### config.mk
export PLATFORM = sky130hd
export DESIGN_NAME = uart_tx_arbiter
export DESIGN_NICKNAME = d
export VERILOG_FILES = /design/src/rtl/uart_tx_arbiter.sv
export SDC_FILE = /design/constraint.sdc
export NUM_CORES = 1
export LEC_CHECK = 0
export ABC_AREA = 1
export BUFFER_PORTS_ARGS = -buffer_cell sky130_fd_sc_hd__clkbuf_2
export CAP_MARGIN = 20
export CELL_PAD_IN_SITES_DETAIL_PLACEMENT = 0
export CELL_PAD_IN_SITES_GLOBAL_PLACEMENT = 1
export CORE_ASPECT_RATIO = 2
export CORE_MARGIN = 5
export CORE_UTILIZATION = 43
export CTS_CLUSTER_DIAMETER = 120
export DETAILED_ROUTE_END_ITERATION = 16
export PLACE_DENSITY_LB_ADDON = 0.1
export SYNTH_ARGS = -nofsm -noshare
export SYNTH_HDL_FRONTEND = slang
export SYNTH_SLANG_ARGS = --single-unit
### constraint.sdc
create_clock -name sys_clk -period 3.2 [get_ports sys_clk]
set_input_delay 0.96 -clock sys_clk [delete_from_list [all_inputs] [get_ports sys_clk]]
set_output_delay 0.96 -clock sys_clk [all_outputs]
set_load 0.1 [all_outputs]
### src/rtl/uart_tx_arbiter.sv
// Two-requester UART transmitter: round-robin grant of one byte per frame, 8N1, LSB first.
// The serial line and grant pulses are registered so downstream sees glitch-free outputs.
module uart_tx_arbiter #(
   parameter int unsigned CLKS_PER_BIT = 10416
) (
   input  logic       sys_clk,
   input  logic       reset,
   input  logic       req0,
   input  logic [7:0] data0,
   output logic       gnt0,
   input  logic       req1,
   input  logic [7:0] data1,
   output logic       gnt1,
   output logic       UART_TX,
   output logic       tx_busy
);

   localparam int unsigned CntW = (CLKS_PER_BIT > 2) ? $clog2(CLKS_PER_BIT) : 1;
   localparam logic [CntW-1:0] CntMax = CntW'(CLKS_PER_BIT - 1);

   typedef enum logic [1:0] {StIdle, StStart, StData, StStop} state_e;

   state_e          state_q, state_d;
   logic [CntW-1:0] cnt_q, cnt_d;
   logic [2:0]      idx_q, idx_d;
   logic [7:0]      shift_q, shift_d;
   logic            last_q, last_d;
   logic            tx_q, tx_d;
   logic            gnt0_q, gnt0_d;
   logic            gnt1_q, gnt1_d;

   logic win0, win1, bit_done;

   // On a tie the requester that was not served last wins.
   assign win0     = req0 & (~req1 | last_q);
   assign win1     = req1 & (~req0 | ~last_q);
   assign bit_done = (cnt_q == CntMax);

   always_ff @(posedge sys_clk) begin
      if (reset) begin
         state_q <= StIdle;
         cnt_q   <= '0;
         idx_q   <= '0;
         shift_q <= '0;
         last_q  <= 1'b1;
         tx_q    <= 1'b1;
         gnt0_q  <= 1'b0;
         gnt1_q  <= 1'b0;
      end else begin
         state_q <= state_d;
         cnt_q   <= cnt_d;
         idx_q   <= idx_d;
         shift_q <= shift_d;
         last_q  <= last_d;
         tx_q    <= tx_d;
         gnt0_q  <= gnt0_d;
         gnt1_q  <= gnt1_d;
      end
   end

   always_comb begin
      state_d = state_q;
      cnt_d   = cnt_q;
      idx_d   = idx_q;
      shift_d = shift_q;
      last_d  = last_q;
      unique case (state_q)
         StIdle: begin
            if (win0 || win1) begin
               state_d = StStart;
               cnt_d   = '0;
               idx_d   = '0;
               shift_d = win1 ? data1 : data0;
               last_d  = win1;
            end
         end
         StStart: begin
            if (bit_done) begin
               cnt_d   = '0;
               state_d = StData;
            end else begin
               cnt_d = cnt_q + CntW'(1);
            end
         end
         StData: begin
            if (bit_done) begin
               cnt_d = '0;
               if (idx_q == 3'd7) begin
                  state_d = StStop;
               end else begin
                  idx_d   = idx_q + 3'd1;
                  shift_d = {1'b0, shift_q[7:1]};
               end
            end else begin
               cnt_d = cnt_q + CntW'(1);
            end
         end
         StStop: begin
            if (bit_done) begin
               cnt_d   = '0;
               state_d = StIdle;
            end else begin
               cnt_d = cnt_q + CntW'(1);
            end
         end
         default: state_d = StIdle;
      endcase
   end

   // Line level is derived from the next state so the registered output lines up with it.
   always_comb begin
      tx_d   = 1'b1;
      gnt0_d = (state_q == StIdle) && win0;
      gnt1_d = (state_q == StIdle) && win1;
      case (state_d)
         StStart: tx_d = 1'b0;
         StData:  tx_d = shift_d[0];
         default: tx_d = 1'b1;
      endcase
   end

   assign UART_TX = tx_q;
   assign gnt0    = gnt0_q;
   assign gnt1    = gnt1_q;
   assign tx_busy = (state_q != StIdle);

endmodule

Word-level counts from Yosys, hierarchy flattened
Index checks and enable logic that the tools add are counted.

Flip-flop bits (word level): 31. Bits of input ports: 20. Output and inout bits: 4. Word-level logic and storage cells: 56.

Add/sub/neg operators: 2. Eq/ne operators: 10. Muxes and demuxes: 19. Bitwise operators: 7. Reduce and logical (&&, ||, !) cells: 9.

Operators with widths (count): 8-bit 2-to-1 mux (4); 14-bit 2-to-1 mux (2); 14-bit one-hot mux with 2 select lines (1); 8-bit one-hot mux with 2 select lines (1); 14-bit by 1-bit adder with 14-bit output (second input constant) (1); 14-bit equality test (second input constant) (1); 2-bit 2-to-1 mux (5); 3-bit 2-to-1 mux (3); 2-bit one-hot mux with 4 select lines (1); 2-bit equality test (second input constant) (3); 2-bit != test (second input constant) (3); 3-bit one-hot mux with 2 select lines (1); 2-bit by 1-bit equality test with 1-bit output (second input constant) (2); 4-bit AND reduction (1); 2-bit nonzero test (2); 3-bit by 1-bit adder with 3-bit output (second input constant) (1); 3-bit equality test (second input constant) (1); 1-bit inverter (3); 3-bit OR reduction (1); 1-bit AND (2); 1-bit logical AND (2); 2-bit logical NOT (1); 1-bit bitwise OR (2); 1-bit one-hot mux with 2 select lines (1); 2 further kinds (2).

Logic depth before layout (Yosys ltp)
Gate-level depths: netlist (run 1).

Word-level depth: 8. Mapped depth: 11.

Least setup slack after synthesis (run 1)
OpenSTA, ideal clock, no wires.

Kind: input to register. From: in req0. To: reg tx_q (netlist: UART_TX). Setup time: 133 ps. Data arrival time: 1762 ps. Data required time: 3067 ps. Slack: 1305 ps. Cell stages on the path: 11. Path buffers: 0. Cells stage by stage: nand2_1 -> nand2_2 -> clkinv_1 -> nand2_1 -> nand2_1 -> nand2_1 -> nand2_1 -> inv_1 -> nand2_1 -> nand3_1 -> nand3_1.

Cells in the longest elaborated chain, start to end: 8. Elaborated cells on any way between the ends: 13.

RTL lines: start: declaration (RTL line 8) `input logic req0,`; 1-bit inverter (RTL line 36) `assign win1 = req1 & (~req0 | ~last_q);`; 1-bit bitwise OR (RTL line 36); 1-bit AND (RTL line 36); 1-bit logical OR (RTL line 69) `if (win0 || win1) begin`; 2-bit 2-to-1 mux (RTL line 69); 2-bit one-hot mux with 4 select lines (RTL line 67) `unique case (state_q)`; 2-bit equality test / 2-bit by 1-bit equality test with 1-bit output (equally long branches) (RTL line 115) `case (state_d)`; 1-bit one-hot mux with 2 select lines * (RTL line 115); end signal: assignment (RTL line 55) `tx_q <= tx_d;`; end: declaration (RTL line 28) `logic tx_q, tx_d;`.

Mark *: on every way between the ends. The rest lies on a longest branch, timed or not. The select of a mux whose other input is x is not followed. A chain may end at the register's enable or synchronous reset.

Final worst setup path (run 1)
From: reg state_q[0]. To: out tx_busy.

Cells in the longest elaborated chain, start to end: 1.

RTL lines: start: declaration (RTL line 23) `state_e state_q, state_d;`; start signal: assignment (RTL line 41) `state_q <= StIdle;`; start signal: assignment (RTL line 50) `state_q <= state_d;`; 2-bit nonzero test (RTL line 125) `assign tx_busy = (state_q != StIdle);`; end: declaration (RTL line 15) `output logic tx_busy`.

Every way passes these cells.

==> results.toml, run 1 <==
[route]
drtIter0Drc = 31
antenna_violating_nets_post_route = 0
firstDrtPassIters = 4
routed_via_density = 5.04
drt_wl_total_um = 4720
route.vias.total = 1804
remaining_drc_errors = 0
detail_route.wl_per_cell_um = 13.2

[yosys]
synthDistinctLibCells = 29
synth_seq_area_share = 0.339
synth_area_leaders = "dfxtp_1 (34%), nand2_1 (19%), nand3_1 (6.0%)"
synth_top_area_share = 0.339
postSynthAreaPerCell_um2 = 6.47
netlist_area_um2 = 1830
synth_top_cell_by_area = "dfxtp_1"
synth.yosys.warnings = 0
mappedNetlistNets = 306
post_synth_inst_count = 283
yosys_register_bits = 31

[sta]
totalNegativeSetupSlack_ns = 0
relSlewSlack = 0.644
drv_slew = 0
finalSetupViolations = 0
finalClockSkew_ns = 0.00277
finalCriticalPeriod_ns = 2.50
final_min_period_over_clock_period = 0.782
max_freq_mhz = 400
hold_viol_final = 0
rsz0062_at_grt = "false"
worst_slew_pin_slew_ns = 0.533

[worst_setup_path]
critical-path-slowest-cell = "dfxtp_1"
crit_path_end_kind = "output pin"
critical_path_arrival_ns = 1.54
category_of_the_most_critical_setup_path = "flop to output pin"
startpoint = "state_q[0]"
timing.rr.start = "cnt_q[0]"
critical_path.max_fanout = 8
timing.critical_path.required_ns = 2.24
max_stage_delay_ns = 0.53
timing.critical_path.from_type = "flop"
critical_path.top_delay_family = "buffers and inverters"
ff2ff_setup_slack_ns = 1.44
worst_r2r_path_depth = 10
cp-endpoint = "tx_busy"
r2r_end = "idx_q[1]"
crit_path_cell_trace = "nor2_4 -> inv_2 -> clkbuf_2"
crit_cells = 3
worst-path-buf-inv = 2

[grt]
number_of_antenna_violations_at_the_first_check_in_global_routing = 0
grt_remaining_overflow = 0
wire_length_of_the_first_global_routing_pass_um = 7910
global_router_s_overall_resource_usage = 0.179
grt_pass1_vias = 1823
grt_start_max_net_pins = 18

[die]
num_rows = 33
floorplan.die.width_um = 56.1
coreArea_um2 = 4130
die_height_um = 102
io_pins = 24
start_util = 0.443
design.die.area_um2 = 5740

[cells_and_area]
n_fill_cell = 458
layout-drive-gt1-share = 0.160
layout.cells.non_filler = 358
finalNetCount = 329
syn_to_final_growth_pct = 12.3
insertedDiodeCount = 0

[clock_network]
root_buffer = "clkbuf_8"
post_cts_resize_count = 0
cts_hold_repair.buffers = 0
tritoncts.num_buffers = 5
reg_clk_slew_reported_paths_ns = 0.07
cts_num_sinks = 31
cts.repair_timing.setup_buffer_count = 0
ctsLongestPathBuffers = 2
worstSkewPairLatency_ns = 0.28
cts_max_level = 2
clock_tree_from_tritoncts = "done"

[power_and_ir_drop]
power_switching_mw = 0.239
vdd_ir_drop_max_uv = 274
power_density_nw_per_um2 = 413
power.share.sequential = 0.486
swShare = 0.281
share_clk_of_total_power = 0.368
p_int_mw = 0.610
power.combinational.fraction = 0.146
cellLeakagePower_nw = 0.901

[placed_design]
post-place-cells = 351
dp_hpwl_um = 3750
globalplace.congestion = 0.835
numPortBuffers = 23

[worst_hold_path]
worst_hold_path_type = "flop to flop"
holdCritStartpoint = "shift_q[7]"

[flow_run]
cap_violations = 0

[outcome]
status = "finished clean"
==> worst min path at each step <==
stage	cells past startpoint	slack (ns)	endpoint
2_1_floorplan	2	0.44	shift_q[7]
3_3_place_gp	2	0.45	shift_q[7]
3_5_place_dp	2	0.46	shift_q[7]
4_1_cts	2	0.47	shift_q[7]
5_1_grt	2	0.51	shift_q[7]
6_report	2	0.47	shift_q[7]
==> power by group through the flow <==
stage | logic (mW) | registers (mW) | clock network [mW]
floorplan | 0.0819 | 0.432 | 0
global route | 0.141 | 0.413 | 0.341
finish | 0.124 | 0.412 | 0.312
global placement | 0.126 | 0.421 | 0
detailed placement | 0.126 | 0.421 | 0
CTS | 0.127 | 0.412 | 0.323
==> cell usage in the layout, fill, tap and decap left out, types with 2 or more instances in the layout <==
cell type	count
a21oi_1	18
clkbuf_2	23
clkbuf_8	6
dfxtp_1	31
ha_1	3
inv_1	25
inv_2	5
nand2_1	91
nand2_2	3
nand2_4	3
nand3_1	22
nand4_1	5
nor2_1	28
nor2_4	5
nor3_1	5
o211ai_1	2
o21a_1	6
o21ai_0	15
==> metrics by stage <==
stage                     cell area, um2  utilization  hold slack [ns]  total power [mW]  setup slack (ns)
after global routing                2060        0.498            0.506             0.896             0.632
after floorplan                     1830            -            0.439             0.514              1.30
after CTS                           2060        0.498            0.470             0.862             0.690
after detailed placement            1970        0.477            0.460             0.547             0.960
after global placement              1970        0.477            0.454             0.547             0.974
final                               2060        0.498            0.466             0.849             0.698
==> synthesized netlist by cell type <==
| library cell | count |
|---|---|
| a211oi_1 | 1 |
| a21o_1 | 1 |
| a21oi_1 | 18 |
| a31oi_1 | 1 |
| buf_2 | 1 |
| buf_4 | 2 |
| buf_6 | 1 |
| clkbuf_1 | 3 |
| clkinv_1 | 1 |
| dfxtp_1 | 31 |
| ha_1 | 3 |
| inv_1 | 25 |
| inv_2 | 5 |
| nand2_1 | 91 |
| nand2_2 | 3 |
| nand2_4 | 3 |
| nand3_1 | 22 |
| nand3_4 | 1 |
| nand4_1 | 5 |
| nor2_1 | 28 |
| nor2_2 | 1 |
| nor2_4 | 5 |
| nor3_1 | 5 |
| nor3b_1 | 1 |
| o211ai_1 | 2 |
| o21a_1 | 6 |
| o21ai_0 | 15 |
| o31ai_1 | 1 |
| or2_2 | 1 |
==> state kept, by name, summed over array words and instances (netlist names) <==
register and count:
cnt_q 14, shift_q 8, idx_q 3, state_q 2, UART_TX 1, gnt0 1, gnt1 1, last_q 1
==> cell type report <==
class | count | area (um2) | area share
well taps | 52 | 65.1 | 0.0316
multi-input cells | 214 | 1050 | 0.511
inverters | 31 | 116 | 0.0566
clock buffers | 6 | 82.6 | 0.0402
repair buffers | 23 | 115 | 0.0560
clock inverters | 1 | 5.00 | 0.00243
flip-flops and latches | 31 | 621 | 0.302
==> routing by layer <==
metal | wire length [um] | vias to the layer above | track usage
met5 | 0 | - | 0
met4 | 147 | 0 | 0.0914
met3 | 115 | 12 | 0.0329
met2 | 2810 | 30 | 0.377
met1 | 1650 | 807 | 0.153
li1 | - | 955 | -
==> worst register-to-register path: stages, from the launching register on <==
cell and delay (ns):
dfxtp_1 0.37, ha_1 0.26, nand2_4 0.08, nor2_4 0.14, nand2_2 0.09, nor2_4 0.18, nand3_4 0.14, nand2_4 0.15
inv_2 0.08, a21oi_1 0.12, nor2_1 0.05
==> logic make-up (layout without fill, tap and decap cells) <==
kind of cell    after synthesis  in the layout  synth area share
simple gates                166            166             0.415
compound gates               45             45             0.139
buf+inv                      38             61            0.0868
flops                        31             31             0.339
fa+ha+maj                     3              3            0.0205
(Power assumes the default switching activity.)
==> inputs of run 2 (changes only) <==
--- a/config.mk
+++ b/config.mk
@@ -12,7 +12,7 @@
 export CELL_PAD_IN_SITES_GLOBAL_PLACEMENT = 1
 export CORE_ASPECT_RATIO = 2
 export CORE_MARGIN = 5
-export CORE_UTILIZATION = 43
+export CORE_UTILIZATION = 36
 export CTS_CLUSTER_DIAMETER = 120
 export DETAILED_ROUTE_END_ITERATION = 16
 export PLACE_DENSITY_LB_ADDON = 0.1
==> constraint.sdc (replaced) <==
create_clock -name sys_clk -period 2.3 [get_ports sys_clk]
set_input_delay 0.69 -clock sys_clk [delete_from_list [all_inputs] [get_ports sys_clk]]
set_output_delay 0.69 -clock sys_clk [all_outputs]
set_load 0.1 [all_outputs]
==> run 2 against run 1 <==
  * Sequential power is 39% higher
  * Clock skew up 0.0082 ns
  * Global-route usage is 1.3 points lower
  * Routed wire length is 7.8% higher
  * Die area is 17% higher
  * Cell count grew 2.2%
  * Largest power group is now the clock network
==> results.toml, run 2 (synthesized netlist as in run 1, its figures left out) <==
[route]
detail_route.wl_per_cell_um = 13.9
drtIter0Drc = 60
drt_wl_total_um = 5090
route.vias.total = 1854
antenna_violating_nets_post_route = 0
firstDrtPassIters = 4
routed_via_density = 5.07
remaining_drc_errors = 0

[cells_and_area]
reg_with_most_ffs = "cnt_q"
final_cell_mix = "nand2_1 (91), dfxtp_1 (31), nor2_1 (28)"
syn_to_final_growth_pct = 15.2
layout.cells.most_common = "nand2_1"
biggestRegsByFlops = "cnt_q (14), shift_q (8), idx_q (3)"
layout-drive-gt1-share = 0.168
n_fill_cell = 554
insertedDiodeCount = 0
postLayoutCellArea_um2 = 2110
largest_register_ff_count = 14
finalNetCount = 331

[sta]
finalSetupViolations = 0
totalNegativeSetupSlack_ns = 0
relSlewSlack = 0.644
drv_slew = 0
worst_slew_pin_slew_ns = 0.534
hold_viol_final = 0
final_min_period_over_clock_period = 0.842
max_freq_mhz = 516
finalCriticalPeriod_ns = 1.94
setup_ws_ns = 0.363
rsz0062_at_grt = "false"
finalHoldWorstSlack_ns = 0.465
finalClockSkew_ns = 0.0110

[grt]
global_router_s_overall_resource_usage = 0.166
wire_length_of_the_first_global_routing_pass_um = 8340
number_of_antenna_violations_at_the_first_check_in_global_routing = 0
grt_start_max_net_pins = 17
grt_pass1_vias = 1889
grt_remaining_overflow = 0

[clock_network]
clock_tree_from_tritoncts = "done"
worstSkewPairLatency_ns = 0.29
tritoncts.num_buffers = 5
root_buffer = "clkbuf_8"
post_cts_resize_count = 0
cts_hold_repair.buffers = 0
reg_clk_slew_reported_paths_ns = 0.08
cts_max_level = 2
cts.repair_timing.setup_buffer_count = 0
ctsLongestPathBuffers = 2
cts_num_sinks = 31

[die]
die_height_um = 111
num_rows = 36
io_pins = 24
start_util = 0.373
floorplan.die.width_um = 60.4
design.die.area_um2 = 6700
coreArea_um2 = 4910

[placed_design]
numPortBuffers = 23
detailed_place.area_um2 = 1990
dp_hpwl_um = 3990
globalplace.congestion = 0.794
placement.setup.worst_slack_ns = 0.333

[worst_setup_path]
timing.critical_path.from_type = "flop"
crit_path_end_kind = "output pin"
category_of_the_most_critical_setup_path = "flop to output pin"
critical_path_arrival_ns = 1.25
critical_path.max_fanout = 6
timing.critical_path.required_ns = 1.61
crit_path_cell_trace = "nor2_4 -> inv_2 -> buf_4"
critical-path-slowest-cell = "dfxtp_1"
max_stage_delay_ns = 0.41

[power_and_ir_drop]
power_density_nw_per_um2 = 629
vdd_ir_drop_max_uv = 537
cellLeakagePower_nw = 0.926

[flow_run]
cap_violations = 0

[worst_hold_path]
worst_hold_path_type = "flop to flop"

[outcome]
status = "finished clean"
run 2: cell types whose count changed in the layout (fill, tap and decap cells not counted), sizes merged:
cell and delta:
bufinv +1, clkbuf -1, buf +3
run 2: layout make-up:
cell class                      count  area (um2)  share of cell area
Multi-Input combinational cell    214        1050               0.498
Clock inverter                      2        35.0              0.0166
Sequential cell                    31         621               0.294
Clock buffer                        6        82.6              0.0391
Tap cell                           57        71.3              0.0338
Inverter                           31         116              0.0552
Timing Repair Buffer               25         133              0.0629
run 2: through the flow:
step	cells	total power, mW	utilization
finish	366	1.33	0.430
detailed placement	358	0.768	0.406
global placement	358	0.767	0.406
global route	366	1.39	0.430
floorplan	283	0.715	-
CTS	366	1.35	0.430
run 2: routing by layer:
metal,global-route usage,wire [um],up-vias
met2,0.333,3030,32
met5,0,0,-
met3,0.0280,134,12
met4,0.0709,118,0
li1,-,-,957
met1,0.146,1810,853
run 2: path summary, 6_finish.rpt:
| check | to | slack (ns) | depth (start not counted) | startpoint |
|---|---|---|---|---|
| hold reg to reg | shift_q[7] | 0.46 | 2 | shift_q[7] |
| hold / removal | shift_q[7] | 0.46 | 2 | shift_q[7] |
| setup reg to reg | idx_q[1] | 0.51 | 10 | cnt_q[0] |
| setup / recovery | tx_busy | 0.36 | 3 | state_q[0] |
run 2: power breakdown:
group	switching (mW)	internal, mW
Combinational	0.122	0.0574
Sequential	0.0120	0.560
Clock	0.225	0.351
run 2: worst max-delay path, delay by kind of cell, from the launching register on:
kind,cells,cell delay (ns)
buffers and inverters,2,0.46
DFF,1,0.41
and+or+nand+nor,1,0.09
